<file path="src/rtl/fir_stream_engine.sv">
`default_nettype none
// ============================================================================
// Module      : fir_stream_engine
// Description : Streaming FIR engine. Takes x[n] on an AXI-Stream slave,
//               keeps a circular window of the last N samples in the data
//               BRAM, runs N multiply-accumulates against the tap BRAM and
//               emits y[n] on an AXI-Stream master. N is selectable at
//               runtime, up to pTAP_MAX. ss_tlast ends a transfer early.
//               Optional macro FIR_SAT_EN saturates the output instead of
//               wrapping it.
// Revision    : 1.0 - initial release
// ============================================================================
module fir_stream_engine #(
  parameter int pADDR_WIDTH = 12,
  parameter int pDATA_WIDTH = 32,
  parameter int pTAP_MAX    = 32,
  parameter int pLEN_WIDTH  = 32
) (
  input  logic                       clk,
  input  logic                       rst_n,
  input  logic                       ap_start,
  output logic                       ap_start_clr,
  output logic                       ap_done,
  output logic                       ap_idle,
  input  logic [pLEN_WIDTH-1:0]      data_len,
  input  logic [$clog2(pTAP_MAX):0]  tap_num,
  input  logic                       ss_tvalid,
  input  logic [pDATA_WIDTH-1:0]     ss_tdata,
  input  logic                       ss_tlast,
  output logic                       ss_tready,
  output logic                       sm_tvalid,
  output logic [pDATA_WIDTH-1:0]     sm_tdata,
  output logic                       sm_tlast,
  input  logic                       sm_tready,
  output logic [3:0]                 data_WE,
  output logic                       data_EN,
  output logic [pDATA_WIDTH-1:0]     data_Di,
  output logic [pADDR_WIDTH-1:0]     data_A,
  input  logic [pDATA_WIDTH-1:0]     data_Do,
  output logic                       tap_EN,
  output logic [3:0]                 tap_WE,
  output logic [pADDR_WIDTH-1:0]     tap_A,
  input  logic [pDATA_WIDTH-1:0]     tap_Do
);

  localparam int TW = $clog2(pTAP_MAX) + 1;
  localparam int PW = 2 * pDATA_WIDTH;
  localparam int AW = 2 * pDATA_WIDTH + $clog2(pTAP_MAX);

  // S_DRAIN is the cycle where the last product comes back from the BRAMs
  typedef enum logic [2:0] {
    S_IDLE   = 3'd0,
    S_CLEAR  = 3'd1,
    S_WAIT_X = 3'd2,
    S_MAC    = 3'd3,
    S_DRAIN  = 3'd4,
    S_OUT    = 3'd5,
    S_DONE   = 3'd6
  } state_t;

  state_t                   state, state_nxt;
  logic [TW-1:0]            n_taps, n_taps_in, cnt, head, dptr;
  logic [pLEN_WIDTH-1:0]    len, out_cnt;
  logic                     last_in, first_prod, cnt_last;
  logic signed [PW-1:0]     prod;
  logic signed [AW-1:0]     prod_ext, acc, acc_sum;
  logic [pDATA_WIDTH-1:0]   y_val;

  // Word index to byte address
  function automatic logic [pADDR_WIDTH-1:0] word_addr(input logic [TW-1:0] idx);
    return pADDR_WIDTH'({idx, 2'b00});
  endfunction

  // Clamp the requested tap count into 1..pTAP_MAX
  always_comb begin
    n_taps_in = tap_num;
    if (tap_num == '0)
      n_taps_in = TW'(1);
    else if (tap_num > TW'(pTAP_MAX))
      n_taps_in = TW'(pTAP_MAX);
  end

  assign cnt_last = (cnt == n_taps - TW'(1));

  // Product of the pair issued last cycle, and the running sum including it
  always_comb begin
    prod     = $signed(tap_Do) * $signed(data_Do);
    prod_ext = {{(AW-PW){prod[PW-1]}}, prod};
    acc_sum  = first_prod ? prod_ext : (acc + prod_ext);
  end

`ifdef FIR_SAT_EN
  localparam logic signed [AW-1:0] SAT_MAX = {{(AW-pDATA_WIDTH+1){1'b0}}, {(pDATA_WIDTH-1){1'b1}}};
  localparam logic signed [AW-1:0] SAT_MIN = {{(AW-pDATA_WIDTH+1){1'b1}}, {(pDATA_WIDTH-1){1'b0}}};
  // Clip the final sum into the signed output range
  always_comb begin
    y_val = acc_sum[pDATA_WIDTH-1:0];
    if (acc_sum > SAT_MAX)
      y_val = SAT_MAX[pDATA_WIDTH-1:0];
    else if (acc_sum < SAT_MIN)
      y_val = SAT_MIN[pDATA_WIDTH-1:0];
  end
`else
  // Keep the low bits of the final sum (two's complement wrap)
  always_comb begin
    y_val = acc_sum[pDATA_WIDTH-1:0];
  end
`endif

  // State register
  always_ff @(posedge clk or negedge rst_n) begin
    if (!rst_n)
      state <= S_IDLE;
    else
      state <= state_nxt;
  end

  // Next-state and all combinational outputs
  always_comb begin
    state_nxt    = state;
    ap_start_clr = 1'b0;
    ap_done      = 1'b0;
    ap_idle      = 1'b0;
    ss_tready    = 1'b0;
    sm_tvalid    = 1'b0;
    data_WE      = 4'h0;
    data_EN      = 1'b0;
    data_Di      = '0;
    data_A       = '0;
    tap_EN       = 1'b0;
    tap_A        = '0;
    case (state)
      S_IDLE: begin
        ap_idle      = 1'b1;
        ap_start_clr = ap_start;
        if (ap_start) state_nxt = S_CLEAR;
      end
      S_CLEAR: begin
        data_EN = 1'b1;
        data_WE = 4'hF;
        data_A  = word_addr(cnt);
        if (cnt_last) state_nxt = S_WAIT_X;
      end
      S_WAIT_X: begin
        ss_tready = 1'b1;
        if (ss_tvalid) begin
          data_EN   = 1'b1;
          data_WE   = 4'hF;
          data_Di   = ss_tdata;
          data_A    = word_addr(head);
          state_nxt = S_MAC;
        end
      end
      S_MAC: begin
        data_EN = 1'b1;
        data_A  = word_addr(dptr);
        tap_EN  = 1'b1;
        tap_A   = word_addr(cnt);
        if (cnt_last) state_nxt = S_DRAIN;
      end
      S_DRAIN: state_nxt = S_OUT;
      S_OUT: begin
        sm_tvalid = 1'b1;
        if (sm_tready) begin
          ap_done   = sm_tlast;
          state_nxt = sm_tlast ? S_DONE : S_WAIT_X;
        end
      end
      S_DONE: begin
        ap_idle   = 1'b1;
        state_nxt = S_IDLE;
      end
      default: state_nxt = S_IDLE;
    endcase
  end

  assign tap_WE = 4'h0;

  // Counters, window pointers, accumulator and registered stream output
  always_ff @(posedge clk or negedge rst_n) begin
    if (!rst_n) begin
      n_taps     <= '0;
      len        <= '0;
      out_cnt    <= '0;
      cnt        <= '0;
      head       <= '0;
      dptr       <= '0;
      last_in    <= 1'b0;
      first_prod <= 1'b0;
      acc        <= '0;
      sm_tdata   <= '0;
      sm_tlast   <= 1'b0;
    end else begin
      case (state)
        S_IDLE: begin
          if (ap_start) begin
            n_taps  <= n_taps_in;
            len     <= (data_len == '0) ? pLEN_WIDTH'(1) : data_len;
            out_cnt <= '0;
            cnt     <= '0;
          end
        end
        S_CLEAR: begin
          if (cnt_last) begin
            cnt  <= '0;
            head <= '0;
          end else begin
            cnt <= cnt + TW'(1);
          end
        end
        S_WAIT_X: begin
          if (ss_tvalid) begin
            last_in    <= ss_tlast;
            dptr       <= head;
            cnt        <= '0;
            first_prod <= 1'b1;
          end
        end
        S_MAC: begin
          cnt  <= cnt_last ? '0 : cnt + TW'(1);
          // Walk backwards through the circular sample window
          dptr <= (dptr == '0) ? n_taps - TW'(1) : dptr - TW'(1);
          if (cnt != '0) begin
            acc        <= acc_sum;
            first_prod <= 1'b0;
          end
        end
        S_DRAIN: begin
          sm_tdata <= y_val;
          sm_tlast <= (out_cnt == len - pLEN_WIDTH'(1)) || last_in;
        end
        S_OUT: begin
          if (sm_tready) begin
            head     <= (head == n_taps - TW'(1)) ? '0 : head + TW'(1);
            out_cnt  <= out_cnt + pLEN_WIDTH'(1);
            sm_tlast <= 1'b0;
          end
        end
        default: ;
      endcase
    end
  end

endmodule
`default_nettype wire
</file>
<file path="config.mk">
export PLATFORM = sky130hd
export DESIGN_NAME = fir_stream_engine
export DESIGN_NICKNAME = d
export VERILOG_FILES = /design/src/rtl/fir_stream_engine.sv
export SDC_FILE = /design/constraint.sdc
export NUM_CORES = 2
export LEC_CHECK = 0
export BUFFER_PORTS_ARGS = -buffer_cell sky130_fd_sc_hd__buf_4
export CAP_MARGIN = 10
export CORE_UTILIZATION = 57
export CTS_CLUSTER_SIZE = 25
export DETAILED_ROUTE_END_ITERATION = 16
export GPL_TIMING_DRIVEN = 0
export PLACE_DENSITY = 0.82
export SETUP_SLACK_MARGIN = 0.5
export SYNTH_ARGS = -nofsm -noshare
export SYNTH_HDL_FRONTEND = slang
export SYNTH_SLANG_ARGS = --single-unit
</file>
<file path="constraint.sdc">
create_clock -name clk -period 3.1 [get_ports clk]
set_input_delay 0.155 -clock clk [delete_from_list [all_inputs] [get_ports clk]]
set_output_delay 0.155 -clock clk [all_outputs]
set_load 0.01 [all_outputs]
</file>
Word level (Yosys, flattened, before mapping)
Index checks and enable logic that the tools add are counted.
{"block": "classes", "eq_ne": 15, "n_reduce_logical": 23, "order_cmp": 1, "mul": 1, "addsub": 7, "muxes": 46}
{"cell": "32-bit 2-to-1 mux", "n": 5}
{"cell": "69-bit by 64-bit adder with 69-bit output", "n": 1}
{"cell": "69-bit 2-to-1 mux", "n": 1}
{"cell": "32-bit by 32-bit multiplier with 64-bit output", "n": 1}
{"cell": "32-bit case mux with 2 select lines", "n": 1}
{"cell": "6-bit 2-to-1 mux", "n": 10}
{"cell": "32-bit by 1-bit adder with 32-bit output (second input constant)", "n": 1}
{"cell": "32-bit equality test", "n": 1}
{"cell": "32-bit logical NOT", "n": 1}
{"cell": "32-bit by 1-bit subtractor with 32-bit output (second input constant)", "n": 1}
{"cell": "6-bit case mux with 2 select lines", "n": 2}
{"cell": "8-bit case mux with 3 select lines", "n": 1}
{"cell": "3-bit 2-to-1 mux", "n": 6}
{"cell": "3-bit case mux with 6 select lines", "n": 1}
{"cell": "6-bit case mux with 3 select lines", "n": 1}
{"cell": "8-bit 2-to-1 mux", "n": 2}
{"cell": "6-bit by 1-bit adder with 6-bit output (second input constant)", "n": 2}
{"cell": "6-bit equality test", "n": 2}
{"cell": "6-bit logical NOT", "n": 2}
{"cell": "2-bit != test (second input constant)", "n": 6}
{"cell": "3-bit AND reduction", "n": 4}
{"cell": "6-bit by 1-bit subtractor with 6-bit output (second input constant)", "n": 2}
{"cell": "1-bit 2-to-1 mux", "n": 11}
{"cell": "2-bit AND reduction", "n": 5}
{"cell": "14 further kinds", "n": 23}
{"block": "totals", "in_bits": 140, "out_inout_bits": 104, "regBits": 195, "wordCells": 105}

Longest topological paths before layout
{"block": "logic_depth", "word_depth": 5, "ltp_mapped": 37, "depth_no_buf": 35}

Worst setup path after synthesis
No wires, ideal clock.
{"block": "synth_path", "path_kind": "input port to flip-flop", "start": "input port tap_Do[13]", "end": "register acc[31]", "required_time_ns": 2.970, "setup_ns": 0.130, "path_buffers": 2, "arrival_time_ns": 8.381, "path_slack_ns": -5.412, "cell_stages": 35, "cell_sequence": "clkbuf_1 > clkbuf_1 > and2_1 > fa_1 > fa_1 > fa_1 > inv_1 > fa_1 > inv_1 > fa_1 > inv_1 > fa_1 > inv_1 > fa_1 > inv_1 > fa_1 > inv_1 > ha_1 > a21oi_1 > o22ai_1 > o21ai_0 > a21boi_0 > o21bai_1 > a21oi_1 > xnor2_1 > ha_1 > nand3_1 > or4_1 > o22a_1 > o211ai_1 > o21ai_0 > a211o_1 > xnor2_1 > xnor2_1 > o21ai_0"}
{"block": "synth_via", "elab_chain_len": 3}
{"element": "start, declared", "line": "43", "text": "input logic [pDATA_WIDTH-1:0] tap_Do"}
{"element": "32-bit by 32-bit multiplier with 64-bit output *", "line": "87", "text": "prod = $signed(tap_Do) * $signed(data_Do);"}
{"element": "69-bit by 64-bit adder with 69-bit output", "line": "89", "text": "acc_sum = first_prod ? prod_ext : (acc + prod_ext);"}
{"element": "69-bit 2-to-1 mux *", "line": "89"}
{"element": "end signal, assigned", "line": "224", "text": "acc <= acc_sum;"}
{"element": "end, declared", "line": "66", "text": "logic signed [AW-1:0] prod_ext, acc, acc_sum;"}
Every way passes the cells marked *; elsewhere a longest branch is shown, timed or not.
A chain may end at the register's enable or synchronous reset.

Worst setup path after layout
{"block": "layout_path", "start": "input port data_Do[1]", "end": "register sm_tdata[31]"}
{"block": "layout_via", "elab_chain_len": 3}
{"element": "start, declared", "line": "39", "text": "input logic [pDATA_WIDTH-1:0] data_Do,"}
{"element": "32-bit by 32-bit multiplier with 64-bit output *", "line": "87"}
{"element": "69-bit by 64-bit adder with 69-bit output", "line": "89"}
{"element": "69-bit 2-to-1 mux *", "line": "89"}
{"element": "end signal, assigned", "line": "229", "text": "sm_tdata <= y_val;"}
{"element": "end, declared", "line": "32", "text": "output logic [pDATA_WIDTH-1:0] sm_tdata,"}
Marks and branches as above.

==> results_tabular.tex <==
\begin{tabular}{lr}
\hline
Metric & Value \\
\hline
\multicolumn{2}{l}{\textbf{Status}} \\
\quad Outcome & complete, but fails checks \\
\quad Violations in the final reports & negative setup slack \\
\multicolumn{2}{l}{\textbf{Final layout}} \\
\quad Area grow syn2layout & 26.5\% \\
\quad Final Util & 72.9\% \\
\quad Summed area of non-filler cells in the final layout & 33800 µm² \\
\quad Commonest non-fill, non-tap cell in the layout & sky130\_fd\_sc\_hd\_\_inv\_1 \\
\quad Fillcell total & 3077 \\
\quad Highest-count cells in the layout ignoring fill and taps & sky130\_fd\_sc\_hd\_\_inv\_1, sky130\_fd\_sc\_hd\_\_nand2\_1, sky130\_fd\_sc\_hd\_\_fa\_1 \\
\quad Layout cell share with drive strength beyond 1 & 22.3\% \\
\quad Final standard cell count with taps included and fillers excluded & 4163 \\
\quad Count of nets after finishing & 4279 \\
\multicolumn{2}{l}{\textbf{Route}} \\
\quad Number of violations reported at the end of detailed-routing iteration 0 & 2241 \\
\quad Post-DR vias/cell & 5.86 \\
\quad Wl on met1 & 31300 µm \\
\quad Detailed-router iteration count before antenna repair & 6 \\
\quad Detailed-route via count & 24400 \\
\quad Met3 routed WL & 10300 µm \\
\quad DR WL met2 & 40500 µm \\
\quad Routed wire length & 87900 µm \\
\quad Detailed-route wire length per cell & 21.1 µm \\
\quad Residual DRC & 0 \\
\quad Highest routing layer actually used & met5 \\
\quad Antenna viol nets, final & 0 \\
\multicolumn{2}{l}{\textbf{Yosys}} \\
\quad Ys Warns & 0 \\
\quad Yosys cell types & 72 \\
\quad Synthesized area & 26800 µm² \\
\quad Most used flip-flop cell after synthesis & sky130\_fd\_sc\_hd\_\_dfrtp\_1 \\
\quad Fraction of registers with async set or reset after synthesis & 100\% \\
\quad Number of standard cells after synthesis & 3148 \\
\quad Biggest area consumer among synthesized cells & sky130\_fd\_sc\_hd\_\_fa\_1 \\
\quad Flip-flop and latch count after synthesis & 158 \\
\quad Sequential area share after synthesis & 14.8\% \\
\quad Number of synthesized flops with an enable pin & 0 \\
\quad Share of the synthesized area in the top cell type & 30.6\% \\
\quad Mean area per synthesized cell & 8.50 µm² \\
\quad Top area cells in the synthesized netlist & sky130\_fd\_sc\_hd\_\_fa\_1, sky130\_fd\_sc\_hd\_\_dfrtp\_1, sky130\_fd\_sc\_hd\_\_ha\_1 \\
\multicolumn{2}{l}{\textbf{Timing}} \\
\quad Tightest slew margin relative to the limit & 37.3\% \\
\quad Min Tclk post-route & 8.39 ns \\
\quad Total count of max-transition violations in the final report & 0 \\
\quad Worst Skew & 0.0202 ns \\
\quad Final worst-path setup slack & -5.29 ns \\
\quad Upper clock frequency limit & 119 MHz \\
\quad Unrepaired setup endpoints after global routing & true \\
\quad Number of hold violations in the final report & 0 \\
\quad Finish-stage setup viols & 57 \\
\quad Fin crit share & 271\% \\
\quad Worst Tran Pin Value & 0.940 ns \\
\multicolumn{2}{l}{\textbf{Clock tree}} \\
\quad Worst-skew pair later-pin latency & 0.45 ns \\
\quad CTS tree & yes \\
\quad Clock transition at the register clock pins on the worst setup and hold paths after CTS & 0.06 ns \\
\quad \# clock sinks & 158 \\
\quad Root buf cell & sky130\_fd\_sc\_hd\_\_clkbuf\_16 \\
\quad Bufs on Longest Clock Path & 2 \\
\quad H-tree level count & 4 \\
\quad Number of clock buffers inserted by TritonCTS & 17 \\
\multicolumn{2}{l}{\textbf{GRT}} \\
\quad Number of global-route vias before repair & 24700 \\
\quad First-pass GRT wire length & 132000 µm \\
\quad Antenna violations before repair & 3 \\
\quad Pin count of the biggest net entering global routing & 89 \\
\quad Global-route congestion overflow total & 0 \\
\quad Global-route usage over all layers & 36.0\% \\
\multicolumn{2}{l}{\textbf{Run}} \\
\quad Max capacitance violation total & 0 \\
\multicolumn{2}{l}{\textbf{Critical path}} \\
\quad Classification of the worst setup path & input pin to register \\
\quad Worst EP required & 3.41 ns \\
\quad Worst Setup End Kind & register \\
\quad Critical path's most frequent cell & sky130\_fd\_sc\_hd\_\_fa\_1 \\
\quad Worst-path maximum fanout & 10 \\
\quad Data arrival, critical path & 8.69 ns \\
\quad Kind of start point of the critical path & input pin \\
\quad Worst path max stage delay & 0.62 ns \\
\quad Critical-path cell with the highest stage delay & sky130\_fd\_sc\_hd\_\_fa\_2 \\
\multicolumn{2}{l}{\textbf{Placement}} \\
\quad Placement Cell Area & 30200 µm² \\
\quad Number of I/O port buffers & 218 \\
\quad Half-perimeter wire length after placement & 62000 µm \\
\quad Placed Cells incl. Taps & 3989 \\
\quad Pre-CTS WS & -6.21 ns \\
\quad RD Place Congestion & 1.02 \\
\multicolumn{2}{l}{\textbf{Floorplan}} \\
\quad I/O pin cnt & 244 \\
\quad Area of the die & 47800 µm² \\
\quad Horiz. Die Dim & 219 µm \\
\quad Placement Rows & 79 \\
\quad Starting density of the core & 57.6\% \\
\quad Y dimension of the die & 219 µm \\
\quad Area of the core region & 46500 µm² \\
\multicolumn{2}{l}{\textbf{Min path}} \\
\quad Class of the worst hold path & input pin to register \\
\hline
\end{tabular}
==> routing by layer <==
| metal | vias up | global-route usage [%] |
|---|---|---|
| met5 | - | 0 |
| met4 | 2 | 17.6 |
| met3 | 425 | 9.53 |
| met2 | 1647 | 58.7 |
| met1 | 11900 | 44.1 |
| li1 | 10400 | - |
==> worst paths after layout <==
path | from | endpoint | slack, ns | depth (start not counted)
worst max register to register | acc[0]$_DFFE_PN0P_ | sm_tdata[28]$_DFFE_PN0P_ | -0.43 | 12
max in group asynchronous | rst_n | acc[24]$_DFFE_PN0P_ | 1.98 | 3
worst max-delay path | data_Do[1] | sm_tdata[31]$_DFFE_PN0P_ | -5.29 | 35
min in group asynchronous | rst_n | len[28]$_DFFE_PN0P_ | 0.26 | 2
worst min-delay path | tap_num[1] | n_taps[1]$_DFFE_PN0P_ | 0.01 | 3
worst min register to register | sm_tdata[3]$_DFFE_PN0P_ | sm_tdata[3]$_DFFE_PN0P_ | 0.49 | 2
==> synth_stat cells (4+ instances only) <==
master and n:
sky130_fd_sc_hd__a21oi_1 91, sky130_fd_sc_hd__nor4_1 16, sky130_fd_sc_hd__mux2i_1 12, sky130_fd_sc_hd__or3_1 14, sky130_fd_sc_hd__a21o_1 26, sky130_fd_sc_hd__nand4_1 17, sky130_fd_sc_hd__dfrtp_1 158, sky130_fd_sc_hd__nor3_1 28
sky130_fd_sc_hd__mux2_2 4, sky130_fd_sc_hd__and2_1 332, sky130_fd_sc_hd__and4_1 4, sky130_fd_sc_hd__xor2_1 73, sky130_fd_sc_hd__a31oi_1 10, sky130_fd_sc_hd__fa_1 409, sky130_fd_sc_hd__clkbuf_1 133, sky130_fd_sc_hd__or4_1 5
sky130_fd_sc_hd__a31o_2 4, sky130_fd_sc_hd__a22oi_1 4, sky130_fd_sc_hd__nand2_1 488, sky130_fd_sc_hd__nor2b_1 13, sky130_fd_sc_hd__buf_4 19, sky130_fd_sc_hd__o31ai_1 10, sky130_fd_sc_hd__ha_1 191, sky130_fd_sc_hd__a211oi_1 10
sky130_fd_sc_hd__or2_2 4, sky130_fd_sc_hd__buf_1 5, sky130_fd_sc_hd__nand2b_1 17, sky130_fd_sc_hd__nor2_1 110, sky130_fd_sc_hd__nor3b_1 5, sky130_fd_sc_hd__nand3b_1 7, sky130_fd_sc_hd__and3_1 21, sky130_fd_sc_hd__o211ai_1 7
sky130_fd_sc_hd__o21ai_0 131, sky130_fd_sc_hd__xnor2_1 122, sky130_fd_sc_hd__o21bai_1 7, sky130_fd_sc_hd__o22a_1 4, sky130_fd_sc_hd__inv_1 545, sky130_fd_sc_hd__o21a_1 11, sky130_fd_sc_hd__nand3_1 37
==> worst max-delay path, delay by kind of cell <==
| kind | cells | cell delay [ns] |
|---|---|---|
| AOI/OAI and AO/OA | 8 | 1.47 |
| xor gates and xnor gates | 3 | 0.52 |
| adders and majority gates | 10 | 4.35 |
| buffers and inverters | 9 | 1.12 |
| and+or+nand+nor | 5 | 1.07 |
==> per-stage QoR <==
stage | hold WS [ns] | TNS (ns)
2_1_floorplan | -0.141 | -190.76
3_3_place_gp | 0.356 | -247.06
3_5_place_dp | 0.200 | -253.15
4_1_cts | 0.000591 | -202.30
5_1_grt | 0.0287 | -225.03
6_report | 0.0110 | -215.58
==> flip-flops by register name, indices dropped and copies added, names as in the netlist, 3 cells and up <==
register / cells
dptr: 6
cnt: 6
out_cnt: 32
head: 6
sm_tdata: 32
acc: 32
len: 32
n_taps: 6
state: 3
==> cells by family (layout without fill, tap and decap cells) <==
logic type / Yosys count / in the layout / share of synthesized area, %
AND/OR/NAND/NOR: 1132 / 1132 / 20.9
other: 1 / 20 / 0.0140
AO/OA/AOI/OAI: 341 / 341 / 7.60
buffers and inverters: 705 / 1094 / 10.2
flip-flops: 158 / 158 / 14.8
XOR/XNOR: 195 / 195 / 6.38
adder cells (fa/ha/maj): 600 / 600 / 39.5
multiplexers: 16 / 16 / 0.617
==> area by class of cell <==
cell class	count	area (µm²)	share of cell area, %
Clock inverter	12	125	0.370
Timing Repair Buffer	357	2920	8.63
Inverter	547	2060	6.08
Multi-Input combinational cell	2300	22300	65.9
Buffer	158	1240	3.68
Antenna cell	4	10.0	0.0296
Clock buffer	20	457	1.35
Tap cell	607	759	2.24
Sequential cell	158	3960	11.7
==> what timing repair did <==
action	CTS	global route
pin swaps	164	91
hold buffers	37	0
gates resized for setup	320	163
setup buffers	69	31
endpoints found under the hold margin	106	0
cloned	1	0
endpoints found under the setup margin	93	83
Power is not shown: default switching activity piles up to over one toggle a cycle in this logic, so the estimate is an artifact.
